--- src/rtl/ifu_prefetch_pkg.sv ---
// ifu_prefetch_pkg: shared constants and types for the prefetching fetch unit.
// Imported by ifu_fifo and ifu_prefetch.
package ifu_prefetch_pkg;

  localparam int unsigned IFU_XLEN  = 32;
  localparam int unsigned IFU_DEPTH = 4;

  localparam logic [31:0] INST_NOP = 32'h0000_0013;

  // ID register action for the current cycle
  typedef enum logic [2:0] {
    ID_HOLD,
    ID_FLUSH,
    ID_LOAD,
    ID_BYPASS,
    ID_BUBBLE
  } id_op_e;

  // Width of a counter able to hold 0..d inclusive
  function automatic int unsigned cnt_w(input int unsigned d);
    return $clog2(d + 1);
  endfunction

endpackage

--- src/rtl/ifu_fifo.sv ---
// ifu_fifo: synchronous FIFO with extra-MSB pointer wrap.
// Used for the prefetch buffer and the in-flight address queue.
module ifu_fifo
  import ifu_prefetch_pkg::*;
#(
  parameter int unsigned WIDTH = 64,
  parameter int unsigned DEPTH = 4
) (
  input  logic                       clk,
  input  logic                       rstn,
  input  logic                       push,
  input  logic                       pop,
  input  logic                       clear,
  input  logic [WIDTH-1:0]           wdata,
  output logic [WIDTH-1:0]           rdata,
  output logic                       full,
  output logic                       empty,
  output logic [cnt_w(DEPTH)-1:0]    count
);

  localparam int unsigned AW = $clog2(DEPTH);
  localparam int unsigned PW = AW + 1;
  localparam int unsigned CW = cnt_w(DEPTH);

  logic [WIDTH-1:0] mem [DEPTH];
  logic [PW-1:0]    wr_ptr;
  logic [PW-1:0]    rd_ptr;
  logic             do_push;
  logic             do_pop;

  assign empty = (wr_ptr == rd_ptr);
  assign full  = (wr_ptr[AW] != rd_ptr[AW]) &&
                 (wr_ptr[AW-1:0] == rd_ptr[AW-1:0]);
  assign count = CW'(wr_ptr - rd_ptr);
  assign rdata = mem[rd_ptr[AW-1:0]];

  assign do_push = push && !full && !clear;
  assign do_pop  = pop && !empty && !clear;

  // Storage write; contents need no reset since pointers gate reads
  always_ff @(posedge clk) begin
    if (do_push) begin
      mem[wr_ptr[AW-1:0]] <= wdata;
    end
  end

  // Pointer advance, with clear collapsing the queue to empty
  always_ff @(posedge clk or negedge rstn) begin
    if (!rstn) begin
      wr_ptr <= '0;
      rd_ptr <= '0;
    end else if (clear) begin
      wr_ptr <= '0;
      rd_ptr <= '0;
    end else begin
      if (do_push) wr_ptr <= wr_ptr + PW'(1);
      if (do_pop)  rd_ptr <= rd_ptr + PW'(1);
    end
  end

endmodule

--- src/rtl/ifu_prefetch.sv ---
// ifu_prefetch: credit-limited sequential fetch, prefetch FIFO, ID register.
// Define IFU_RSP_BYPASS_EN to let a response load ID directly when idle.
module ifu_prefetch
  import ifu_prefetch_pkg::*;
#(
  parameter int unsigned     XLEN     = IFU_XLEN,
  parameter int unsigned     DEPTH    = IFU_DEPTH,
  parameter logic [XLEN-1:0] RESET_PC = '0
) (
  input  logic            clk,
  input  logic            rstn,
  input  logic            stall,
  input  logic            flush,
  input  logic [XLEN-1:0] flush_addr,
  output logic            imem_req_valid,
  input  logic            imem_req_ready,
  output logic [XLEN-1:0] imem_req_addr,
  input  logic            imem_rsp_valid,
  input  logic [XLEN-1:0] imem_rsp_data,
  output logic            id_valid,
  output logic [XLEN-1:0] id_inst,
  output logic [XLEN-1:0] id_addr
);

  localparam int unsigned CW = cnt_w(DEPTH);
  localparam int unsigned SW = CW + 2;
  localparam logic [XLEN-1:0] NOP = XLEN'(INST_NOP);

  logic [XLEN-1:0]   pc;
  logic [CW-1:0]     drop;
  logic [CW-1:0]     outstanding;
  logic [CW-1:0]     fifo_count;
  logic              fifo_full;
  logic              fifo_empty;
  logic              fifo_push;
  logic              fifo_pop;
  logic [2*XLEN-1:0] fifo_rdata;
  logic              aq_full;
  logic              aq_empty;
  logic [XLEN-1:0]   aq_head;
  logic [SW-1:0]     credit_used;
  logic              req_fire;
  logic              rsp_drop;
  logic              rsp_take;
  logic              byp_hit;
  logic              can_adv;
  id_op_e            id_op;

  assign credit_used = SW'(fifo_count) + SW'(outstanding) + SW'(drop);

  assign imem_req_valid = !flush && (credit_used < SW'(DEPTH));
  assign imem_req_addr  = pc;

  assign req_fire = imem_req_valid && imem_req_ready;
  assign rsp_drop = imem_rsp_valid && (drop != '0);
  assign rsp_take = imem_rsp_valid && (drop == '0) && !flush;
  assign can_adv  = !flush && !stall;

`ifdef IFU_RSP_BYPASS_EN
  assign byp_hit = fifo_empty && rsp_take;
`else
  assign byp_hit = 1'b0;
`endif

  assign fifo_push = rsp_take && (id_op != ID_BYPASS);
  assign fifo_pop  = (id_op == ID_LOAD);

  // The address queue occupancy is the outstanding-fetch count
  ifu_fifo #(
    .WIDTH (XLEN),
    .DEPTH (DEPTH)
  ) u_addr_q (
    .clk   (clk),
    .rstn  (rstn),
    .push  (req_fire),
    .pop   (rsp_take),
    .clear (flush),
    .wdata (pc),
    .rdata (aq_head),
    .full  (aq_full),
    .empty (aq_empty),
    .count (outstanding)
  );

  ifu_fifo #(
    .WIDTH (2 * XLEN),
    .DEPTH (DEPTH)
  ) u_pf_q (
    .clk   (clk),
    .rstn  (rstn),
    .push  (fifo_push),
    .pop   (fifo_pop),
    .clear (flush),
    .wdata ({aq_head, imem_rsp_data}),
    .rdata (fifo_rdata),
    .full  (fifo_full),
    .empty (fifo_empty),
    .count (fifo_count)
  );

  // Fetch pointer: redirect wins, otherwise step on each accepted request
  always_ff @(posedge clk or negedge rstn) begin
    if (!rstn) begin
      pc <= RESET_PC;
    end else if (flush) begin
      pc <= flush_addr;
    end else if (req_fire) begin
      pc <= pc + XLEN'(4);
    end
  end

  // Squashed fetches still owed by memory; their responses are discarded
  always_ff @(posedge clk or negedge rstn) begin
    if (!rstn) begin
      drop <= '0;
    end else if (flush) begin
      drop <= drop + outstanding - CW'(imem_rsp_valid);
    end else if (rsp_drop) begin
      drop <= drop - CW'(1);
    end
  end

  // Choose the ID register action; terms are made mutually exclusive
  always_comb begin
    id_op = ID_BUBBLE;
    unique case (1'b1)
      flush:                    id_op = ID_FLUSH;
      (stall && !flush):        id_op = ID_HOLD;
      (can_adv && !fifo_empty): id_op = ID_LOAD;
      (can_adv && byp_hit):     id_op = ID_BYPASS;
      default:                  id_op = ID_BUBBLE;
    endcase
  end

  // ID register: the registered instruction presented to decode
  always_ff @(posedge clk or negedge rstn) begin
    if (!rstn) begin
      id_valid <= 1'b0;
      id_inst  <= NOP;
      id_addr  <= '0;
    end else begin
      unique case (id_op)
        ID_FLUSH: begin
          id_valid <= 1'b0;
          id_inst  <= NOP;
        end
        ID_HOLD: begin
          id_valid <= id_valid;
        end
        ID_LOAD: begin
          id_valid <= 1'b1;
          id_inst  <= fifo_rdata[XLEN-1:0];
          id_addr  <= fifo_rdata[2*XLEN-1:XLEN];
        end
        ID_BYPASS: begin
          id_valid <= 1'b1;
          id_inst  <= imem_rsp_data;
          id_addr  <= aq_head;
        end
        default: begin
          id_valid <= 1'b0;
          id_inst  <= NOP;
        end
      endcase
    end
  end

  // Credit accounting must make these impossible
  a_no_overflow: assert property (@(posedge clk) disable iff (!rstn)
    !(fifo_push && fifo_full));
  a_aq_no_overflow: assert property (@(posedge clk) disable iff (!rstn)
    !(req_fire && aq_full));
  a_rsp_has_req: assert property (@(posedge clk) disable iff (!rstn)
    !(rsp_take && aq_empty));

endmodule
--- config.mk ---
export PLATFORM = sky130hd
export DESIGN_NAME = ifu_prefetch
export DESIGN_NICKNAME = d
export VERILOG_FILES = /design/src/rtl/ifu_prefetch_pkg.sv /design/src/rtl/ifu_fifo.sv /design/src/rtl/ifu_prefetch.sv
export SDC_FILE = /design/constraint.sdc
export NUM_CORES = 1
export LEC_CHECK = 0
export ABC_AREA = 1
export BUFFER_PORTS_ARGS = -buffer_cell sky130_fd_sc_hd__buf_4
export CORE_MARGIN = 2
export CORE_UTILIZATION = 30
export CTS_CLUSTER_SIZE = 8
export DETAILED_ROUTE_END_ITERATION = 10
export GPL_TIMING_DRIVEN = 0
export PLACE_DENSITY_LB_ADDON = 0.1
export SLEW_MARGIN = 10
export SYNTH_ARGS = -nofsm -noshare
export SYNTH_HDL_FRONTEND = slang
export SYNTH_HIERARCHICAL = 1
export SYNTH_SLANG_ARGS = --single-unit
--- constraint.sdc ---
create_clock -name clk -period 8.7 [get_ports clk]
set_input_delay 0.435 -clock clk [delete_from_list [all_inputs] [get_ports clk]]
set_output_delay 0.435 -clock clk [all_outputs]
set_load 0.02 [all_outputs]
Word-level counts from Yosys, hierarchy flattened
Memory sizes are Yosys's and may differ from the RTL's.
Cells that the tools add are included.
{ "word_totals": {"regBits": 112, "ram_bits": 384, "inputBits": 70, "output_inout_bits": 98, "wordCells": 89, "n_memories": 2} }
{ "mem_list": {"columns": ["name", "words", "width", "rd", "rd_ports_with_merged_regs", "write_ports", "line_no", "text"], "rows": [
  ["u_pf_q.mem", 4, 64, 1, 0, 1, "ifu_fifo.sv:25", "logic [WIDTH-1:0] mem [DEPTH];"],
  ["u_addr_q.mem", 4, 32, 1, 0, 1, "ifu_fifo.sv:25", null]
]} }
{ "classes": {"n_addsub": 12, "order_cmp": 1, "n_eq_ne": 9, "n_mux": 20, "reduce_logical": 36} }
{ "ops": {"columns": ["cell", "count"], "rows": [
  ["case mux 32 bit (3 select lines)", 1],
  ["two-way mux 32 bit", 2],
  ["case mux 32 bit (2 select lines)", 1],
  ["adder 32 x 3 -> 32 bit, second input constant", 1],
  ["two-way mux 3 bit", 10],
  ["logical AND 1 bit", 19],
  ["nonzero test 2 bit", 7],
  ["adder 3 x 1 -> 3 bit, second input constant", 4],
  ["case mux 3 bit (3 select lines)", 1],
  ["equality test 3 x 2 -> 1 bit, second input constant", 2],
  ["equality test 3 bit", 2],
  ["zero test 1 bit", 6],
  ["zero test 3 bit", 2],
  ["subtractor 3 bit", 2],
  ["adder 4 x 3 -> 5 bit", 1],
  ["< comparator 5 x 3 -> 1 bit, second input constant", 1],
  ["adder 3 x 3 -> 4 bit", 1],
  ["equality test 2 bit", 2],
  ["two-way mux 1 bit", 4],
  ["adder 3 bit", 1],
  ["inequality test 3 x 2 -> 1 bit, second input constant", 1],
  ["nonzero test 3 bit", 1],
  ["subtractor 3 x 1 -> 3 bit", 1],
  ["subtractor 3 x 1 -> 3 bit, second input constant", 1],
  ["3 further kinds", 4]
]} }

Depth between registers and ports, before layout
{ "depth": {"depth_word": 10, "mapped_depth": 19, "mapped_depth_nobuf": 18} }

Cells and area by module
The synthesis kept the hierarchy.
{ "modules_own_cells": {"columns": ["module", "instances", "cells_each", "area_each_um2", "seq_area_each_um2"], "rows": [
  ["ifu_fifo at u_pf_q", 1, 690, 9994.6, 7837.5],
  ["ifu_prefetch", 1, 691, 5328.9, 2506.2],
  ["ifu_fifo at u_addr_q", 1, 380, 5251.3, 3993.8]
]} }

Worst setup path before layout
Ideal clock, no wire load.
{ "synth_path": {"path_type": "flip-flop to flip-flop", "start": "register u_addr_q.rd_ptr[1]", "end": "memory u_addr_q/mem[0][0] in the netlist's numbering, enable pin", "setup_time_ps": 421, "arrival_time_ps": 4338, "required_ps": 8279, "path_slack_ps": 3940, "path_stages_with_launch": 16, "n_path_buf": 1, "period_less_slack_ps": 4760, "cell_sequence": "dfrtp_1 inv_2 buf_2 fa_1 xor2_1 inv_1 fa_1 inv_1 fa_1 nor2_1 o21ai_1 inv_2 nand3_4 inv_1 nand3_1 nor2_1"} }
{ "synth_between": {"elab_chain_len": 10} }
{ "synth_rtl": {"columns": ["item", "line_no", "text"], "rows": [
  ["start: declaration", "ifu_fifo.sv:27", "logic [PW-1:0] rd_ptr;"],
  ["start signal: assignment", "ifu_fifo.sv:57", "if (do_pop) rd_ptr <= rd_ptr + PW'(1);"],
  ["subtractor 3 bit", "ifu_fifo.sv:34", "assign count = CW'(wr_ptr - rd_ptr);"],
  ["named net outstanding[2]", "ifu_prefetch.sv:31", "logic [CW-1:0] outstanding;"],
  ["adder 3 x 3 -> 4 bit", "ifu_prefetch.sv:49", "assign credit_used = SW'(fifo_count) + SW'(outstanding) + SW'(drop);"],
  ["adder 4 x 3 -> 5 bit", "ifu_prefetch.sv:49", null],
  ["< comparator 5 x 3 -> 1 bit", "ifu_prefetch.sv:51", "assign imem_req_valid = !flush && (credit_used < SW'(DEPTH));"],
  ["logical AND 1 bit", "ifu_prefetch.sv:51", null],
  ["logical AND 1 bit", "ifu_prefetch.sv:54", "assign req_fire = imem_req_valid && imem_req_ready;"],
  ["named net req_fire", "ifu_prefetch.sv:42", "logic req_fire;"],
  ["logical AND 1 bit (2 in series)", "ifu_fifo.sv:37", "assign do_push = push && !full && !clear;"],
  ["two-way mux 1 bit", "ifu_fifo.sv:42", "if (do_push) begin"],
  ["two-way mux 1 bit (implied by the code)", "ifu_fifo.sv:43", "mem[wr_ptr[AW-1:0]] <= wdata;"],
  ["end: declaration", "ifu_fifo.sv:25", null]
]} }
The timed path passes the listed nets, and every way through them passes these cells.

Final worst setup path
{ "layout_path": {"start": "register u_addr_q.rd_ptr[1]", "end": "memory u_addr_q/mem[0][16] in the netlist's numbering, enable pin"} }
The elaborated chain is that of the path after synthesis.

==> flow_summary.toml <==
[sta]
fmax_mhz = 202
finalClockSkew_ns = 0.0120
holdWs_ns = 0.0469
hold_viol_final = 0
drv_slew = 0
rsz0062_at_grt = "false"
worstMarginPinSlew_ns = 0.993
fin_crit_sh_pct = 56.8
fin_crit_ns = 4.94
finalSetupViolations = 0
tns_ns = 0
slew-limit-headroom_pct = 33.8

[routing]
dr.pass1.iters = 5
vias_per_cell = 4.75
wl_per_cell_um = 20.4
routed_wl_um = 60100
first_iter_violations = 1032
final_antenna_net_count = 0
num_vias = 14000
drcViolationCount = 0

[pwr]
p_comb_share_pct = 13.0
swShare_pct = 26.6
p_per_area_mw_per_mm2 = 253
seqPwrFrac_pct = 45.8
p_int_mw = 4.73
switchingPower_mw = 1.71
p_leak_nw = 9.82
p_clk_share_pct = 41.2
vdd_drop_max_uv = 126

[logic_synthesis]
synth_warnings = 6
postSynthAreaPerCell_um2 = 11.7
syn-instance-count = 1758
syn-num-nets = 1857
syn_area_mm2 = 0.0206

[grt]
antenna_found_initial = 0
grt_pass1_vias = 14300
grt_usage_pct = 17.0
grt_max_degree = 58
grt_overflow = 0
grt_pass1_wl_um = 90300

[critical_path]
slowest_stage = "nor2_4"
end_kind = "flop"
reg2reg_slack_ns = 3.76
crit_required_ns = 8.98
crit_chain = "inv_2 -> buf_2 -> fa_1 -> xor2_1 -> inv_1 -> fa_1 -> inv_1 -> fa_1 -> nor2_1 -> o21ai_1 -> inv_2 -> nand3_4 -> inv_1 -> nand3_1 -> nor2_4 -> buf_12"
path_max_fanout = 19
arrival_ns = 5.22
cpPeakStageDelay_ns = 0.59
critical_path_class = "reg -> reg"
start_kind = "flop"

[die]
dieHeight_um = 266
io_pins = 168
dieArea_mm2 = 0.0707
core.rowCount = 95
initial_utilization_pct = 30.5
die_width_um = 266
core_mm2 = 0.0675

[clock_tree]
cts_root_buf = "clkbuf_16"
clock_path_buffers = 3
cts_sinks = 496
cts_buffers = 73
htreeDepth = 3
clkTransAtPathRegs_ns = 0.06
cts_tree = "done"
clock_latency_ns = 0.59

[cells_and_area]
utilization_pct = 37.8
layout.cells.non_filler = 2950
antenna_cells = 0
nNetsFinal = 2116
drive_gt1_share_pct = 17.5
syn_to_final_growth_pct = 24.1
fill_cells = 6577

[placement]
place_inst = 2814
place.gp.congestion = 0.800
port_buffers = 166
hpwlAfterDp_um = 40100

[run]
maxCapViolCount = 0

[outcome]
outcome = "completed"

[worst_hold_path]
holdCritPathClass = "in -> reg"
[final timing paths]
check | startpoint | end | depth (start not counted)
setup reg to reg | u_addr_q/rd_ptr[1] | u_addr_q/mem[0][16] | 16
hold / removal | flush_addr[1] | imem_req_addr[1] | 3
setup / recovery | u_addr_q/rd_ptr[1] | u_addr_q/mem[0][16] | 16
min in group asynchronous | rstn | imem_req_addr[10] | 2
hold reg to reg | id_addr[12] | id_addr[12] | 2
max in group asynchronous | rstn | id_inst[1] | 3
[placed cells by master (no fill, tap or decap), types with 73 or more instances in the layout]
| cell type | count |
|---|---|
| clkbuf_16 | 77 |
| dfrtp_1 | 109 |
| o22ai_1 | 100 |
| o21ai_0 | 140 |
| buf_4 | 176 |
| clkbuf_1 | 88 |
| nor2_1 | 259 |
| edfxtp_1 | 384 |
| nand2_1 | 334 |
| o21ai_1 | 73 |
[worst max-delay path, delay by kind of cell (launching register included)]
kind	cells	cell delay [ns]
DFF	1	0.56
buffers and inverters	7	1.11
xor gates and xnor gates	1	0.22
AOI/OAI and AO/OA	1	0.08
and+or+nand+nor	4	1.22
adders and majority gates	3	1.39
[area by class of cell]
type / count / area [um2] / share of cell area, %
tap: 873 / 1090 / 4.28
clock inverter: 5 / 31.3 / 0.123
buffer: 93 / 573 / 2.25
timing repair buffer: 184 / 1640 / 6.42
clock buffer: 130 / 2140 / 8.37
sequential: 496 / 14300 / 56.2
multi-input combinational: 1087 / 5400 / 21.2
inverter: 82 / 313 / 1.23
[state kept, by name (all words and copies together) (netlist names), 3 cells and up]
signal,flops
drop,3
id_addr,32
id_inst,32
imem_req_addr,32
u_addr_q/mem,128
u_addr_q/rd_ptr,3
u_addr_q/wr_ptr,3
u_pf_q/mem,256
u_pf_q/rd_ptr,3
u_pf_q/wr_ptr,3
[stage by stage]
step                total power, mW  setup slack, ns  cell area, um2
CTS                            6.55             3.69           25500
floorplan                      3.40             3.94           20600
finish                         6.44             3.76           25500
global route                   6.75             3.43           25500
detailed placement             3.85             3.71           23300
global placement               3.83           0.0470           22900
[timing repair]
action                                 CTS  global route
setup buffers                            0             0
gates resized for setup                  0             0
endpoints found under the hold margin   55             0
hold buffers                             1             0
[power by group through the flow]
stage	clock (mW)	combinational, mW	sequential (mW)
global route	2.84	0.930	2.98
finish	2.65	0.837	2.95
CTS	2.74	0.851	2.96
detailed placement	0	0.849	3.00
global placement	0	0.827	3.00
floorplan	0	0.339	3.06
[layer usage]
| metal | GRT usage (%) | vias to the layer above | share of wire (%) |
|---|---|---|---|
| met5 | 0 | - | 0 |
| met3 | 2.94 | 74 | 4.7 |
| met4 | 4.51 | 0 | 1.6 |
| met1 | 22.9 | 6826 | 46 |
| met2 | 28.4 | 348 | 48 |
| li1 | - | 6751 | - |
Note: power is estimated with default switching activity, not from simulation.
